<file path="src/rtl/sw_conditioner.sv">
// Three-channel switch conditioner: each raw switch is synchronized, then
// debounced by a per-channel counter. The debounced levels A/C/D come straight
// from flops so the downstream combinational stage never sees glitches. A
// registered change pulse with a per-channel mask accompanies every update.
module sw_conditioner #(
    parameter int unsigned DEB_CYCLES = 4,
    parameter int unsigned CNT_W      = 16
) (
    input  logic       clk,
    input  logic       rst_n,
    input  logic       sw_a,
    input  logic       sw_c,
    input  logic       sw_d,
    output logic       A,
    output logic       C,
    output logic       D,
    output logic       chg,
    output logic [2:0] chg_mask,
    output logic       busy
);

    // Last count value before the output is allowed to follow the input.
    localparam logic [CNT_W-1:0] CntMax = CNT_W'(DEB_CYCLES - 1);

    // Channel order everywhere: bit2 = A, bit1 = C, bit0 = D.
    logic [2:0]            raw;
    logic [2:0]            s1_q;
    logic [2:0]            s2_q;
    logic [2:0]            out_q;
    logic [2:0]            out_d;
    logic [2:0][CNT_W-1:0] cnt_q;
    logic [2:0][CNT_W-1:0] cnt_d;
    logic [2:0]            mask_d;
    logic [2:0]            chg_mask_q;
    logic                  chg_q;

    assign raw = {sw_a, sw_c, sw_d};

    // Two-flop synchronizer for the asynchronous switch inputs.
    always_ff @(posedge clk or negedge rst_n) begin
        if (!rst_n) begin
            s1_q <= 3'b000;
            s2_q <= 3'b000;
        end else begin
            s1_q <= raw;
            s2_q <= s1_q;
        end
    end

    // Per-channel debounce state: counter (0 = stable), output level and change flags.
    always_ff @(posedge clk or negedge rst_n) begin
        if (!rst_n) begin
            cnt_q      <= '0;
            out_q      <= 3'b000;
            chg_mask_q <= 3'b000;
            chg_q      <= 1'b0;
        end else begin
            cnt_q      <= cnt_d;
            out_q      <= out_d;
            chg_mask_q <= mask_d;
            chg_q      <= |mask_d;
        end
    end

    // Next-state: any agreement resets the count; DEB_CYCLES straight disagreements commit.
    always_comb begin
        cnt_d  = cnt_q;
        out_d  = out_q;
        mask_d = 3'b000;
        for (int i = 0; i < 3; i++) begin
            if (s2_q[i] == out_q[i]) begin
                cnt_d[i] = '0;
            end else if (cnt_q[i] == CntMax) begin
                out_d[i]  = s2_q[i];
                cnt_d[i]  = '0;
                mask_d[i] = 1'b1;
            end else begin
                cnt_d[i] = cnt_q[i] + CNT_W'(1);
            end
        end
    end

    // Busy whenever any channel is mid-count.
    always_comb begin
        busy = 1'b0;
        for (int i = 0; i < 3; i++) begin
            if (cnt_q[i] != '0) begin
                busy = 1'b1;
            end
        end
    end

    assign A        = out_q[2];
    assign C        = out_q[1];
    assign D        = out_q[0];
    assign chg      = chg_q;
    assign chg_mask = chg_mask_q;

endmodule

</file>
<file path="config.mk">
export PLATFORM = sky130hd
export DESIGN_NAME = sw_conditioner
export DESIGN_NICKNAME = d
export VERILOG_FILES = /design/src/rtl/sw_conditioner.sv
export SDC_FILE = /design/constraint.sdc
export NUM_CORES = 1
export LEC_CHECK = 0
export CAP_MARGIN = 20
export CORE_ASPECT_RATIO = 1.4
export CORE_MARGIN = 3
export CORE_UTILIZATION = 40
export DETAILED_ROUTE_END_ITERATION = 8
export GPL_TIMING_DRIVEN = 1
export HOLD_SLACK_MARGIN = 0.12
export SETUP_SLACK_MARGIN = 0.3
export SLEW_MARGIN = 20
export SYNTH_ARGS = -nofsm -noshare
export SYNTH_HDL_FRONTEND = slang
export SYNTH_SLANG_ARGS = --single-unit
export TNS_END_PERCENT = 10
</file>
<file path="constraint.sdc">
create_clock -name clk -period 4 [get_ports clk]
set_clock_uncertainty 0.2 [all_clocks]
set_input_delay 0.6 -clock clk [delete_from_list [all_inputs] [get_ports clk]]
set_output_delay 0.6 -clock clk [all_outputs]
set_load 0.01 [all_outputs]
</file>
### Word level (Yosys, flattened, before mapping)

Cells that the tools add are included.

| word-level totals | value |
|---|---|
| bits of input ports | 5 |
| logic and storage cells | 44 |
| output and inout bits | 8 |
| register bits after elaboration | 61 |

| cells by class | value |
|---|---|
| equal/unequal tests | 6 |
| mux-type cells | 15 |
| reduce and logical (&&, ||, !) cells | 7 |
| bitwise operators | 3 |
| add/sub/neg operators | 3 |

Operator list:

| cell | count |
|---|---|
| 16-bit 2-to-1 mux | 6 |
| 16-bit by 1-bit adder with 16-bit output, second input constant | 3 |
| 16-bit by 2-bit equality test with 1-bit output, second input constant | 3 |
| 16-bit nonzero test | 3 |
| 1-bit 2-to-1 mux | 9 |
| 2-bit AND reduction | 3 |
| 1-bit equality test | 3 |
| 1-bit inverter | 3 |
| 3-bit OR reduction | 1 |

### Logic depth before layout (Yosys ltp)

| depth | value |
|---|---|
| depth in word-level cells | 4 |
| gate-level depth with buffers | 6 |
| mapped depth without buffers | 5 |

### Worst setup path after synthesis

No wires, ideal clock.

| path | value |
|---|---|
| path kind | flip-flop to output port |
| start point | register cnt_q[20] (netlist name) |
| end point | output port busy |
| arrival time | 1.641 ns |
| stages on the path, launching flop included | 5 |
| path slack | 1.559 ns |
| buffers on the path | 0 |
| required time | 3.200 ns |
| cells stage by stage | dfrtp_1 -> or4_4 -> or3_1 -> nor4_1 -> nand4_1 |

| on the way | value |
|---|---|
| cells in the longest elaborated chain, start to end | 3 |

Ends and longest elaborated chain:

| item | RTL line | text |
|---|---|---|
| start, declared | 31 | `logic [2:0][CNT_W-1:0] cnt_q;` |
| start signal, assigned | 58 | `cnt_q <= cnt_d;` |
| 16-bit nonzero test | 87 | `if (cnt_q[i] != '0) begin` |
| 1-bit 2-to-1 mux (2 in series) | 87 |  |
| end, declared | 19 | `output logic busy` |

Every way passes these cells.

### Final worst setup path

Ends and elaborated chain as after synthesis.

==> results.cfg <==
[clocking]
cts.clk_slew.worst_paths_ps = 70
postCtsHoldBufs = 0
clk_latency_ps = 340
cts_tree = built
h-tree-depth = 3
cts.repair.resized = 0
root_buffer = clkbuf_8
clk_path_buf_depth = 2
cts.sinks = 61
cts_made_buffers = 9
post_cts_buffers = 0

[placed_design]
pre_cts_ws_ps = 970
hpwl_um = 3980
portBuffers = 12
gp_congestion = 0.843

[critical_path]
crit_chain = or4_4 -> or3_1 -> nor4_1 -> nand4_1 -> clkdlybuf4s50_1
arrival_ps = 2590
cp.required_ps = 3200
criticalPathCategory = register to primary output
crit_buf_inv = 1
startpoint_type = register
slowest_delay_ps = 560
cp_top_family = simple AND/OR/NAND/NOR gates
cp_max_fo = 6
slowest_stage = or4_4
cp-end-kind = primary output

[global_route]
grt_max_degree = 36
antenna_found_initial = 0
grt_pass1_vias = 2157
grt_pass1_wl_um = 10300
grt-ovfl-total = 0
gr-usage-all-layers_pct = 16.1

[route]
post-route-drc-count = 0
drt_first_pass_iters = 4
ant_nets = 0
wirelength_um = 5760
wl_per_cell_um = 14.3
vias = 2103
viasPerCell = 5.22
drt_iter0_drc = 110

[power_and_ir_drop]
total_leakage_power_nw = 1.39
power.density_nw_per_um2 = 524
vdd.ir_drop.worst_mv = 0.238

[die]
core_area_um2 = 7030
die_w_um = 78.1
ios = 13
row_count = 36
die_h_um = 107
die_area_um2 = 8350
initial_core_util_pct = 41.4

[timing]
finalMaxSlewViolations = 0
setup_ws_ps = 610
finalCritPeriodShare_pct = 84.8
post-route-min-period_ps = 3390
timing.slew.headroom_pct = 49.4
rsz0062_at_grt = no
worstMarginPinSlew_ps = 759
setup_viol = 0
totalNegativeSetupSlack_ps = 0
final_hold_viol_count = 0
max_freq_ghz = 0.295

[synthesis]
synth_cell_types = 29
synthesis.nets = 296
yosysWarnings = 0
yosysSeqAreaShare_pct = 52.4
syn_avg_cell_area_um2 = 10.2
ys_ff_latch = 61
synth_area_um2 = 2910
syn_inst = 285

[flow_run]
maxCapViolations = 0

[cells_and_area]
area_delta_synth_final_pct = 15.4
final_layout_size_suffix_gt1_share_pct = 9.09
fin_nets = 314
diodes = 0

[run_status]
outcome = finished, final reports clean

[min_path]
min_path_type = input port to asynchronous set/reset pin
==> cell usage after synthesis (all sizes together) <==
cell type,instances,area [µm²]
mux2,3,33.8
dfrtp,61,1530
or3b,2,17.5
xnor2,32,280
or4,6,56.3
inv,15,56.3
and4,3,26.3
nand4bb,1,11.3
nand3,17,85.1
nor4,16,100
ha,6,75.1
nor3b,3,22.5
and3,7,45.1
nor2,50,188
a311o,1,10.0
or3,2,12.5
nand4,14,87.6
clkbuf,3,11.3
buf,3,25.0
nand2,13,56.3
nor3,12,60.1
and2,1,6.26
xor2,12,105
o41ai,1,8.76
a21oi,1,5.00
==> kinds of logic (layout without fill, tap and decap cells) <==
| logic type | Yosys count | count (layout) | synth area share (%) |
|---|---|---|---|
| DFF | 61 | 61 | 52.4 |
| buffers and inverters | 21 | 44 | 3.18 |
| muxes | 3 | 3 | 1.16 |
| and+or+nand+nor | 147 | 147 | 26.6 |
| xor gates and xnor gates | 44 | 44 | 13.2 |
| AOI/OAI and AO/OA | 3 | 3 | 0.816 |
| adders and majority gates | 6 | 6 | 2.58 |
==> per-stage QoR <==
| stage | power (mW) | instances | util (%) | hold slack, ps | cell area [µm²] |
|---|---|---|---|---|---|
| detailed placement | 1.12 | 387 | 44.4 | 137 | 3120 |
| global placement | 1.11 | 387 | 44.4 | 133 | 3120 |
| floorplan | 0.988 | 285 | - | 104 | 2910 |
| global route | 1.86 | 403 | 47.8 | 156 | 3360 |
| CTS | 1.79 | 403 | 47.8 | 152 | 3360 |
| finish | 1.76 | 403 | 47.8 | 127 | 3360 |
==> power by group <==
group          switching [mW]  leakage (nW)  internal (mW)
sequential             0.0622         0.825          0.676
combinational           0.211         0.442          0.151
clock                   0.243         0.126          0.418
==> final cells by class <==
| type | count | area [µm²] |
|---|---|---|
| multi-input combinational | 203 | 1290 |
| tap | 95 | 119 |
| inverter | 15 | 56.3 |
| clock inverter | 3 | 65.1 |
| clock buffer | 13 | 179 |
| sequential | 61 | 1530 |
| fill | 673 | 3670 |
| timing repair buffer | 13 | 123 |
==> cell usage in the layout, fill, tap and decap left out, drive strengths merged, types with 6 or more instances in the layout <==
master,instances
and3,7
clkbuf,13
clkdlybuf4s50,11
dfrtp,61
ha,6
inv,15
nand2,13
nand3,17
nand4,14
nor2,50
nor3,12
nor4,16
or4,6
xnor2,32
xor2,12
==> final timing paths <==
path,startpoint,endpoint,slack (ps),depth (start not counted)
max reg2reg,cnt_q[16],out_q[1],1700,4
min in group clk,s1_q[2],s2_q[2],150,0
max in group asynchronous,rst_n,cnt_q[43],2630,2
max,cnt_q[20],busy,610,5
min reg2reg,s1_q[2],s2_q[2],150,0
min,rst_n,cnt_q[10],130,1
==> metal layers <==
metal / up-vias / global-route usage, % / share of wire [%]
li1: 1020 / - / -
met1: 1040 / 19.3 / 45
met2: 33 / 26.5 / 50
met3: 10 / 3.95 / 3.1
met4: 0 / 8.25 / 2.3
met5: - / 0 / 0
==> state kept, by name, summed over array words and instances, names as in the netlist <==
| signal | count |
|---|---|
| s2_q | 3 |
| cnt_q | 48 |
| s1_q | 3 |
| out_q | 3 |
| chg_mask | 3 |
| chg | 1 |
==> worst register-to-register path, stage by stage, from the launching register on <==
cell and delay (ps):
dfrtp_1 410, ha_1 270, or3b_2 470, nor4_1 440, mux2_2 390
Note: power is estimated with default switching activity, not from simulation.
